### config.mk
export PLATFORM = sky130hd
export DESIGN_NAME = regfile_wb_arb
export DESIGN_NICKNAME = d
export VERILOG_FILES = /design/src/rtl/regfile_wb_arb.sv
export SDC_FILE = /design/constraint.sdc
export NUM_CORES = 1
export LEC_CHECK = 0
export CAP_MARGIN = 10
export CORE_ASPECT_RATIO = 0.6
export CORE_MARGIN = 4
export CORE_UTILIZATION = 59
export DETAILED_ROUTE_END_ITERATION = 12
export DONT_BUFFER_PORTS = 1
export MAX_ROUTING_LAYER = met4
export PLACE_DENSITY = 0.87
export SLEW_MARGIN = 10
export SYNTH_ARGS = -nofsm -noshare
export SYNTH_HDL_FRONTEND = slang
export SYNTH_SLANG_ARGS = --single-unit
### constraint.sdc
create_clock -name clk -period 2.1 [get_ports clk]
set_clock_uncertainty 0.15 [all_clocks]
set_input_delay 0.21 -clock clk [delete_from_list [all_inputs] [get_ports clk]]
set_output_delay 0.21 -clock clk [all_outputs]
set_load 0.05 [all_outputs]
### src/rtl/regfile_wb_arb.sv
// Two-source regfile writeback arbiter (ALU = A, LSU = B) with round-robin grant,
// a registered write port and a pending-write scoreboard for issue-stage hazard checks.
module regfile_wb_arb #(
  parameter int DW = 32,
  parameter int AW = 5
) (
  input  logic                 clk,
  input  logic                 rst,
  input  logic                 a_valid,
  input  logic [AW-1:0]        a_addr,
  input  logic [DW-1:0]        a_data,
  output logic                 a_ready,
  input  logic                 b_valid,
  input  logic [AW-1:0]        b_addr,
  input  logic [DW-1:0]        b_data,
  output logic                 b_ready,
  output logic                 we,
  output logic [AW-1:0]        waddr,
  output logic [DW-1:0]        wdata,
  input  logic                 rsv_valid,
  input  logic [AW-1:0]        rsv_addr,
  input  logic                 flush,
  input  logic                 re1,
  input  logic [AW-1:0]        raddr1,
  input  logic                 re2,
  input  logic [AW-1:0]        raddr2,
  output logic                 hazard1,
  output logic                 hazard2,
  output logic [(2**AW)-1:0]   pend
);

  localparam int NR = 2 ** AW;

  // rr_q = 0: A wins a tie; rr_q = 1: B wins a tie
  logic          rr_q, rr_d;
  logic          we_q, we_d;
  logic [AW-1:0] waddr_q, waddr_d;
  logic [DW-1:0] wdata_q, wdata_d;
  logic [NR-1:0] pend_q, pend_d;

  logic          grant_a, grant_b, hs;
  logic [AW-1:0] hs_addr;
  logic [DW-1:0] hs_data;

  assign grant_a = a_valid && (!b_valid || !rr_q);
  assign grant_b = b_valid && (!a_valid ||  rr_q);
  assign a_ready = grant_a;
  assign b_ready = grant_b;

  always_comb begin
    hs      = grant_a || grant_b;
    hs_addr = grant_a ? a_addr : b_addr;
    hs_data = grant_a ? a_data : b_data;

    rr_d = rr_q;
    if (grant_a)      rr_d = 1'b1;
    else if (grant_b) rr_d = 1'b0;

    we_d    = hs && (hs_addr != '0);
    waddr_d = hs ? hs_addr : waddr_q;
    wdata_d = hs ? hs_data : wdata_q;

    // Clear on writeback, then a same-edge reservation re-sets it, then flush wins over both
    pend_d = pend_q;
    if (hs) pend_d[hs_addr] = 1'b0;
    if (rsv_valid && (rsv_addr != '0)) pend_d[rsv_addr] = 1'b1;
    if (flush) pend_d = '0;
    pend_d[0] = 1'b0;
  end

  always_ff @(posedge clk or negedge rst) begin
    if (!rst) begin
      rr_q    <= 1'b0;
      we_q    <= 1'b0;
      waddr_q <= '0;
      wdata_q <= '0;
      pend_q  <= '0;
    end else begin
      rr_q    <= rr_d;
      we_q    <= we_d;
      waddr_q <= waddr_d;
      wdata_q <= wdata_d;
      pend_q  <= pend_d;
    end
  end

  assign we      = we_q;
  assign waddr   = waddr_q;
  assign wdata   = wdata_q;
  assign pend    = pend_q;
  assign hazard1 = re1 && pend_q[raddr1];
  assign hazard2 = re2 && pend_q[raddr2];

endmodule

==> flow_summary.yaml <==
synth:
  syn-mean-instance-area_sq_um: 9.761
  synthTopCellsByArea: "dfrtp_1 43%, mux2i_1 10%, o21ai_0 9.2%, nand2_1 5.0%, nor2b_1 5.0%"
  synth-edff-count: 0
  synth_top_area_cell: "dfrtp_1"
  synth_top_area_share_pct: 43.45
  synthCells: 413
  synth_flop_cell: "dfrtp_1"
  yosys_warnings: 0
  async_flop_share_pct: 100.0
  ys_seq_area_share_pct: 43.45
  syn_nets: 510
  ys_seq_elements: 70
  syn-cell-area_sq_um: 4031
  synth.distinct_cells: 47
layout:
  multi_input_area_sq_um: 2158
  nets: 630
  areaGrowthSynthToFinish_pct: 42.15
  most-common-layout-cells: "84 x dlygate4sd3_1, 74 x o21ai_0, 54 x nand2_1, 51 x dfrtp_1, 46 x buf_4"
  fillers: 295
  utilization_pct: 86.20
  drive_above_1_share_pct: 20.82
  regArea_sq_um: 1775
  final_common_cell: "dlygate4sd3_1"
run:
  maxCapViolCount: 0
global_routing:
  antenna_found_initial: 3
  grt_start_max_net_pins: 71
  grt_pass1_wl_um: 23680
  grtUsageTotal_pct: 39.35
  grt_overflow: 0
  grt_pass1_vias: 4249
pwr:
  p_int_mw: 2.965
  switching_share_pct: 33.78
  ir_worst_vdd_uv: 871.2
  pwr-share-clk_pct: 39.7
  power_frac_comb_pct: 16.8
  power_mw: 4.478
  p_sw_mw: 1.513
  cellLeakagePower_nw: 2.527
  p_seq_share_pct: 43.5
  p_per_area_nw_per_um2: 781.4
routing:
  drc: 0
  vias: 4361
  drtIter0Drc: 706
  routedWlPerCell_um: 26.63
  first_pass_iters: 6
  via_per_inst: 6.944
  drt-total-wl_um: 16730
  ant_nets: 0
hold_path:
  hp-class: "primary input to register"
cts:
  cts.sinks: 70
  worst_skew_pair.late_latency_ns: 0.33
  cts_max_level: 3
  root_buffer: "clkbuf_16"
  cts_buffers: 9
  cts_tree: "done"
  cts.clk_slew.worst_paths_ns: 0.06
  cts.path.max_buffers: 2
setup_path:
  cp-start-kind: "register"
  required_ns: 1.74
  end_kind: "output port"
  critPathSlowestCell: "mux4_2"
  path_cells: "mux4_2, mux2_4, a211oi_4, a211oi_4, buf_12"
  cpPeakStageDelay_ns: 0.50
  crit_type: "register to output port"
  path_buf_inv: 1
  cp_common_cell: "a211oi_4"
  critical-path-top-delay-family: "multiplexers"
  path_max_fanout: 4
  critPathArrivalTime_ns: 2.04
sta:
  maxSlewHeadroom_pct: 12.82
  maxSlewViolCount: 0
  fmax_mhz: 416.1
  period_minus_slack_ns: 2.403
  rsz0062_at_grt: "true"
  fin_ws_ns: -0.3032
  finalSetupViolCount: 3
  tightest_slew_ns: 1.308
  final_hold_viol_count: 0
  finalCritPeriodShare_pct: 114.4
place:
  io_buffers: 0
  dp_hpwl_um: 9080
  gp_congestion: 0.9323
floorplan:
  core_sq_um: 6648
  io_pins: 171
  start_util_pct: 60.64
  die_h_um: 72.03
  die_width_um: 114.7
  dieArea_sq_um: 8263
  num_rows: 23
outcome:
  status: "finished with violations"
  violations: "setup timing"
-- cell usage after synthesis, types with 2 or more instances --
| cell | count |
|---|---|
| o21ai_0 | 74 |
| dfrtp_1 | 70 |
| nand2_1 | 54 |
| mux2i_1 | 42 |
| nor2b_1 | 32 |
| clkbuf_1 | 12 |
| nor2_1 | 12 |
| a21oi_1 | 11 |
| nand2b_1 | 10 |
| buf_2 | 8 |
| mux4_2 | 8 |
| o21ai_1 | 7 |
| mux2_2 | 5 |
| a211oi_1 | 4 |
| buf_6 | 4 |
| inv_1 | 4 |
| nand3_1 | 4 |
| nand4b_1 | 4 |
| buf_4 | 3 |
| nand3b_1 | 3 |
| nor3_1 | 3 |
| o22a_1 | 3 |
| o22ai_1 | 3 |
| a2111oi_0 | 2 |
| a211oi_2 | 2 |
| a221oi_1 | 2 |
| a22o_1 | 2 |
| and3_1 | 2 |
| mux4_1 | 2 |
| o311ai_1 | 2 |
| o32a_1 | 2 |
| or2_2 | 2 |
-- metrics by stage --
stage / area, sq um / instances / worst slack (ns) / TNS, ns / hold slack [ns]
after CTS: 5669 / 622 / -0.2599 / -0.5141 / 0.002886
after detailed placement: 4397 / 516 / 0.009562 / 0 / -0.2332
after floorplan: 4080 / 413 / 0.0001437 / 0 / -0.2356
after global routing: 5731 / 628 / -0.3218 / -0.7668 / 0.01022
after global placement: 4397 / 516 / 0.03838 / 0 / -0.2325
final: 5731 / 628 / -0.3032 / -0.6507 / 0.02318
-- logic make-up (layout without fill, tap and decap cells) --
group,Yosys count,count (layout),synth area share (%)
AND/OR/NAND/NOR,132,132,16.60
AO/OA/AOI/OAI,120,120,17.32
flip-flops,70,70,43.45
multiplexers,58,58,18.16
buffers and inverters,32,157,4.376
other,1,4,0.09302
-- worst paths after layout --
path | start | to | cells past startpoint | slack, ns
worst max-delay path | pend[18] | hazard1 | 5 | -0.30
worst min-delay path | b_addr[1] | we | 2 | 0.02
min in group asynchronous | rst | pend[17] | 2 | 0.28
worst max register to register | rr_q | pend[14] | 5 | -0.05
max in group asynchronous | rst | pend[25] | 2 | 1.23
worst min register to register | pend[5] | pend[5] | 2 | 0.51
-- repair_timing --
action / in CTS / in global routing
endpoints found under the setup margin: 2 / 11
buffers inserted: 4 / 2
gates resized for setup: 5 / 4
pin swaps: 4 / 1
hold buffers: 86 / 0
cloned: 0 / 1
endpoints found under the hold margin: 140 / 0
-- cell type report --
type / instances / share of cell area (%)
flip-flops and latches: 70 / 30.98
clock inverters: 7 / 2.096
inverters: 5 / 0.4148
repair buffers: 136 / 22.88
clock buffers: 9 / 3.930
diodes: 3 / 0.1310
well taps: 87 / 1.900
multi-input cells: 311 / 37.66
-- registers in the layout (all words and copies together), names as in the netlist --
name	cells
pend	31
rr_q	1
waddr	5
wdata	32
we	1
-- worst register-to-register path: stages, from the launching register on --
cell and delay (ns):
dfrtp_1 0.40, nand2b_2 0.24, a31oi_1 0.32, o22a_1 0.44, o21ai_0 0.24, o21ai_0 0.22
-- power groups by stage --
stage / clock [mW] / combinational (mW) / sequential, mW
after floorplan: 0 / 0.384 / 1.96
after global placement: 0 / 0.468 / 1.95
after detailed placement: 0 / 0.487 / 1.96
after CTS: 1.75 / 0.681 / 1.93
after global routing: 1.84 / 0.798 / 1.95
final: 1.78 / 0.753 / 1.95
-- metal layers --
metal	vias to the layer above	global-route usage, %	part of all wire (%)
li1	1722	-	-
met1	2011	46.33	34
met2	484	61.12	45
met3	144	14.08	14
met4	0	18.36	7.0
met5	-	-	0
Note: power is estimated with default switching activity, not from simulation.
